===== src/rtl/snn_ff_pkg.sv =====
// Shared types and helpers for the forward-forward goodness path.
// Latency: n/a (package only).
// Backpressure: n/a. Optional macro GOODNESS_SQUARE_EN selects squared-activity goodness.
package snn_ff_pkg;

`ifdef GOODNESS_SQUARE_EN
   localparam bit SQUARE_EN = 1'b1;
`else
   localparam bit SQUARE_EN = 1'b0;
`endif

   // default width of the runtime EMA shift
   localparam int GOODNESS_SHIFT_W = 4;

   // width of the per-core mean A: W-1 for linear ReLU, 2(W-1) when squared
   function automatic int mean_width(input int mem_w, input bit square);
      return square ? 2 * (mem_w - 1) : (mem_w - 1);
   endfunction

   // unsigned add clamped to an all-ones value of width w
   function automatic logic [63:0] sat_add(input logic [63:0] a, input logic [63:0] b, input int w);
      logic [63:0] sum;
      logic [63:0] lim;
      sum = a + b;
      lim = (64'd1 << w) - 64'd1;
      return (sum > lim) ? lim : sum;
   endfunction

endpackage


===== src/rtl/relu_mean_reduce.sv =====
// ReLU (optionally squared) of one core's membranes, summed and divided by P into a stage-1 register.
// Latency: 1 edge from valid to a_valid/a.
// Backpressure: none; a new sample is accepted every cycle.
module relu_mean_reduce
   import snn_ff_pkg::*;
#(
   parameter int P  = 8,
   parameter int W  = 13,
   parameter int AW = mean_width(W, SQUARE_EN)
) (
   input  logic          clk,
   input  logic          rst_n,
   input  logic          valid,
   input  logic [P*W-1:0] mem,
   output logic          a_valid,
   output logic [AW-1:0] a
);

   localparam int LP = $clog2(P);
   // per-neuron term has the same width as the mean; the sum adds log2(P) bits
   localparam int RW = AW;
   localparam int SW = RW + LP;

   logic [SW-1:0] sum;
   logic [W-2:0]  r;
   logic [RW-1:0] t;

   // ReLU each neuron, optionally square it, and accumulate at full width
   always_comb begin
      sum = '0;
      r   = '0;
      t   = '0;
      for (int n = 0; n < P; n++) begin
         r = mem[n*W + W - 1] ? '0 : mem[n*W +: W-1];
`ifdef GOODNESS_SQUARE_EN
         t = RW'(r) * RW'(r);
`else
         t = r;
`endif
         sum = sum + SW'(t);
      end
   end

   // stage-1 register: the mean is the sum shifted right by log2(P)
   always_ff @(posedge clk or negedge rst_n) begin
      if (!rst_n) begin
         a_valid <= 1'b0;
         a       <= '0;
      end else begin
         a_valid <= valid;
         if (valid) a <= sum[SW-1:LP];
      end
   end

endmodule


===== src/rtl/goodness_ema_engine.sv =====
// Per-core goodness: stage-1 ReLU mean, stage-2 warm-up load / saturating EMA with threshold flag.
// Latency: 2 edges from core_valid to goodness_bus/goodness_valid/goodness_above.
// Backpressure: none; one sample per core per cycle. GOODNESS_SQUARE_EN selects squared activity.
module goodness_ema_engine
   import snn_ff_pkg::*;
#(
   parameter int CORE_NUM            = 4,
   parameter int POST_NEUR_PARALLEL  = 8,
   parameter int POST_NEUR_MEM_WIDTH = 13,
   parameter int GOODNESS_WIDTH      = 20,
   parameter int SHIFT_WIDTH         = GOODNESS_SHIFT_W
) (
   input  logic                                                   clk,
   input  logic                                                   rst_n,
   input  logic [CORE_NUM-1:0]                                    core_valid,
   input  logic [CORE_NUM-1:0]                                    core_clear_goodness,
   input  logic [CORE_NUM*POST_NEUR_PARALLEL*POST_NEUR_MEM_WIDTH-1:0] core_mem_bus,
   input  logic [SHIFT_WIDTH-1:0]                                 cfg_avg_shift,
   input  logic [GOODNESS_WIDTH-1:0]                              goodness_threshold,
   output logic [CORE_NUM*GOODNESS_WIDTH-1:0]                     goodness_bus,
   output logic [CORE_NUM-1:0]                                    goodness_valid,
   output logic [CORE_NUM-1:0]                                    goodness_above
);

   localparam int PW = POST_NEUR_PARALLEL * POST_NEUR_MEM_WIDTH;
   localparam int GW = GOODNESS_WIDTH;
   localparam int AW = mean_width(POST_NEUR_MEM_WIDTH, SQUARE_EN);

   for (genvar c = 0; c < CORE_NUM; c++) begin : g_core
      logic          s1_vld;
      logic [AW-1:0] s1_a;
      logic [GW-1:0] a_in;
      logic [GW-1:0] g;
      logic [GW-1:0] g_nxt;
      logic          warm;
      logic          warm_nxt;
      logic          pulse_nxt;
      logic          vld_r;
      logic          above_r;

      relu_mean_reduce #(
         .P  (POST_NEUR_PARALLEL),
         .W  (POST_NEUR_MEM_WIDTH),
         .AW (AW)
      ) u_reduce (
         .clk     (clk),
         .rst_n   (rst_n),
         .valid   (core_valid[c]),
         .mem     (core_mem_bus[c*PW +: PW]),
         .a_valid (s1_vld),
         .a       (s1_a)
      );

      // A enters stage 2 zero-extended, or clamped when it is wider than G
      assign a_in = GW'(sat_add(64'(s1_a), 64'd0, GW));

      // stage-2 rule priority: clear, warm-up load, EMA update, hold
      always_comb begin
         g_nxt     = g;
         warm_nxt  = warm;
         pulse_nxt = 1'b0;
         if (core_clear_goodness[c]) begin
            g_nxt    = '0;
            warm_nxt = 1'b0;
         end else if (s1_vld) begin
            pulse_nxt = 1'b1;
            warm_nxt  = 1'b1;
            if (!warm) g_nxt = a_in;
            else       g_nxt = GW'(sat_add(64'(g - (g >> cfg_avg_shift)),
                                           64'(a_in >> cfg_avg_shift), GW));
         end
      end

      // goodness state and flags; the threshold compares the new G so bus and flag stay coherent
      always_ff @(posedge clk or negedge rst_n) begin
         if (!rst_n) begin
            g       <= '0;
            warm    <= 1'b0;
            vld_r   <= 1'b0;
            above_r <= 1'b0;
         end else begin
            g       <= g_nxt;
            warm    <= warm_nxt;
            vld_r   <= pulse_nxt;
            above_r <= (g_nxt > goodness_threshold);
         end
      end

      assign goodness_bus[c*GW +: GW] = g;
      assign goodness_valid[c]        = vld_r;
      assign goodness_above[c]        = above_r;
   end

endmodule


===== config.mk =====
export PLATFORM = sky130hd
export DESIGN_NAME = goodness_ema_engine
export DESIGN_NICKNAME = d
export VERILOG_FILES = /design/src/rtl/snn_ff_pkg.sv /design/src/rtl/relu_mean_reduce.sv /design/src/rtl/goodness_ema_engine.sv
export SDC_FILE = /design/constraint.sdc
export NUM_CORES = 2
export LEC_CHECK = 0
export CORE_ASPECT_RATIO = 0.8
export CORE_MARGIN = 3
export CORE_UTILIZATION = 49
export CTS_BUF_LIST = sky130_fd_sc_hd__clkbuf_16
export CTS_CLUSTER_DIAMETER = 150
export DETAILED_ROUTE_END_ITERATION = 12
export GPL_TIMING_DRIVEN = 0
export PLACE_DENSITY = 0.75
export SYNTH_ARGS = -nofsm -noshare
export SYNTH_HDL_FRONTEND = slang
export SYNTH_SLANG_ARGS = --single-unit

===== constraint.sdc =====
create_clock -name clk -period 11.6 [get_ports clk]
set_clock_uncertainty 0.15 [all_clocks]
set_input_delay 1.16 -clock clk [delete_from_list [all_inputs] [get_ports clk]]
set_output_delay 1.16 -clock clk [all_outputs]
set_load 0.03 [all_outputs]

==> out/metrics.cfg <==
[run_status]
outcome=completed

[global_route]
grt_pass1_wl_um=168000
grt_max_degree=76
track_usage_pct=35.0
antenna_found_initial=6
grt_pass1_vias=28050
overflow=0

[placement]
portBuffers=533
gp_congestion=1.08
dpl.hpwl_um=91900
dp.cells=4805

[power]
p_per_area_mw_per_mm2=171
power_leakage_uw=0.0171
irDropWorstVdd_v=0.000105

[cells_and_area]
final_layout_size_suffix_gt1_share_pct=5.03
syn2layout_area_growth_pct=23.3
final_cells=4845
nets=5095
final_cell_mix=532 x clkdlybuf4s50_1, 436 x inv_1, 316 x ha_1
fillers=5357
final_common_cell=clkdlybuf4s50_1

[clocking]
clkSinkCount=144
cts_resized=0
cts_tree=done
clkTransAtPathRegs_ns=0.07
clk_path_buf_depth=2
numCtsBuffers=17
post-cts-setup-buffer-count=0
ctsHoldBuffers=0
clk-insertion-delay-late_ns=0.49
cts_root_buf=clkbuf_16
h-tree-depth=4

[critical_path]
timing.rr.end=g_core[3].above_r
crit_start=cfg_avg_shift[0]
cp_slowest_cell=clkbuf_1
path_max_fanout=10
end_kind=register
arrival_ns=9.64
crit_top_cell=a21o_1
required_ns=11.83
cp_top_family=compound AO/OA/AOI/OAI gates
path_class=in2reg
crit_buf_inv=6
rr_worst_depth=29
slowest_delay_ns=0.81
cp.depth=33
ff2ff_setup_slack_ns=4.49
crit_path_end=g_core[3].above_r
reg2reg_from=g_core[3].g[5]
critPathLaunchType=input pin

[sta]
setup_tns_ns=0
post-route-period-util_pct=81.2
max_freq_ghz=0.106
fin_crit_ns=9.42
timing.final.setup_violations=0
rsz0062_at_grt=no
maxSlewHeadroom_pct=13.0
hold_violations=0
slew_viol_final=0
worst_pin_slew_ns=1.30

[die]
design.die.area_mm2=0.0640
initial_core_util_pct=49.8
die_w_um=282
rows=80
io_pins=538
die_y_um=227
core_mm2=0.0600

[yosys]
yosysTopAreaCellShare_pct=19.0
synth_ff_type=dfrtp_1
synth_area_leader_cell=fa_1
synth_seq_cells=144
synth_seq_area_share_pct=12.1
synth_edf_count=0
synth_warnings=0
async_flop_share_pct=100
syn-cell-area_mm2=0.0299
synth_nets=4539
synthCells=3489
synthTopCellsByArea=fa_1 19%, ha_1 13%, dfrtp_1 12%, inv_1 5.5%, nand2b_1 5.1%
synth_cell_types=88
syn_avg_cell_area_um2=8.56

[routing]
drt-initial-drc-count=3010
drtPass1Iterations=6
num_vias=28473
drtAntennaViolNets=0
avgRoutedWirePerCell_um=23.0
drc_errors=0
totalWireLength_um=111000
viasPerCell=5.88

[run]
max-cap-violations=0

[hold_path]
hold_class=reg2reg

## Yosys cell counts (18+ instances only)
library cell  instances
mux2_2               53
xor2_1               55
buf_1                21
ha_1                316
nor2b_1             205
clkbuf_1            106
xnor2_1              82
o21a_1               36
a21o_1               92
nand4_1              27
nand2b_1            243
nor3_1               47
o21bai_1             18
a21oi_1             193
o21ai_0             168
o22ai_1              19
nor2_1              180
a211oi_1             56
inv_1               435
a31oi_1              26
and2_1               20
mux4_2               40
o211ai_1             18
dfrtp_1             144
nand2_1             198
nand3_1              49
or2_2                26
mux2i_1             104
fa_1                284
## where the power goes
| part | internal, µW | switching [µW] |
|---|---|---|
| Combinational | 2210 | 2570 |
| Clock | 296 | 254 |
| Sequential | 644 | 317 |
| Total | 3150 | 3140 |
## stage by stage
stage	instance area, µm²	util, %	power, µW	hold slack, ns	setup WS, ns
final	36800	61.4	6290	0.381	2.18
after global routing	36800	61.4	6900	0.434	2.10
after CTS	36800	61.4	6220	0.379	2.67
after detailed placement	36300	60.5	5640	0.363	2.19
after global placement	36200	60.4	5560	0.356	1.28
after floorplan	29900	-	4340	0.324	4.03
## cell families (layout without fill, tap and decap cells)
group | count (synthesis) | after routing | synth area share (%)
and+or+nand+nor | 1061 | 1061 | 18.8
AOI/OAI and AO/OA | 762 | 762 | 16.7
adders and majority gates | 600 | 600 | 32.3
buffers and inverters | 588 | 1157 | 7.58
muxes | 197 | 197 | 8.50
DFF | 144 | 144 | 12.1
xor gates and xnor gates | 137 | 137 | 4.02
other | 0 | 8 | 0
## layout make-up
class                      count  area [µm²]  share of cell area [%]
clock inverter                15         135                   0.367
antenna                        8        20.0                  0.0543
tap                          779         975                    2.65
buffer                       150         621                    1.68
inverter                     438        1640                    4.46
timing repair buffer         537        5390                    14.6
multi-input combinational   2757       24000                    65.2
clock buffer                  17         425                    1.15
sequential                   144        3600                    9.78
## routing by layer
layer | share of wire [%] | track usage, % | vias up
li1 | - | - | 13043
met1 | 41 | 46.7 | 13535
met2 | 43 | 52.7 | 1584
met3 | 12 | 11.7 | 305
met4 | 4.1 | 12.7 | 6
met5 | 0.041 | 1.58 | -
## registers in the layout (all words and copies together) (netlist names)
name / count
g_core.u_reduce.a: 48
g_core.vld_r: 4
g_core.warm: 4
g_core.above_r: 4
g_core.g: 80
g_core.u_reduce.a_valid: 4
## worst min-delay path, delay by kind of cell, from the launching register on
family           cells  cell delay (ns)
DFF                  1             0.36
and+or+nand+nor      2             0.13
## worst min-delay path by stage
| stage | from | to | cells after the start |
|---|---|---|---|
| floorplan | g_core[0].u_reduce.a_valid | g_core[0].warm | 2 |
| global placement | g_core[0].u_reduce.a_valid | g_core[0].warm | 2 |
| detailed placement | g_core[0].u_reduce.a_valid | g_core[0].warm | 2 |
| CTS | g_core[0].u_reduce.a_valid | g_core[0].warm | 2 |
| global route | g_core[2].u_reduce.a_valid | g_core[2].warm | 2 |
| finish | g_core[0].u_reduce.a_valid | g_core[0].warm | 2 |
(Power assumes the default switching activity.)
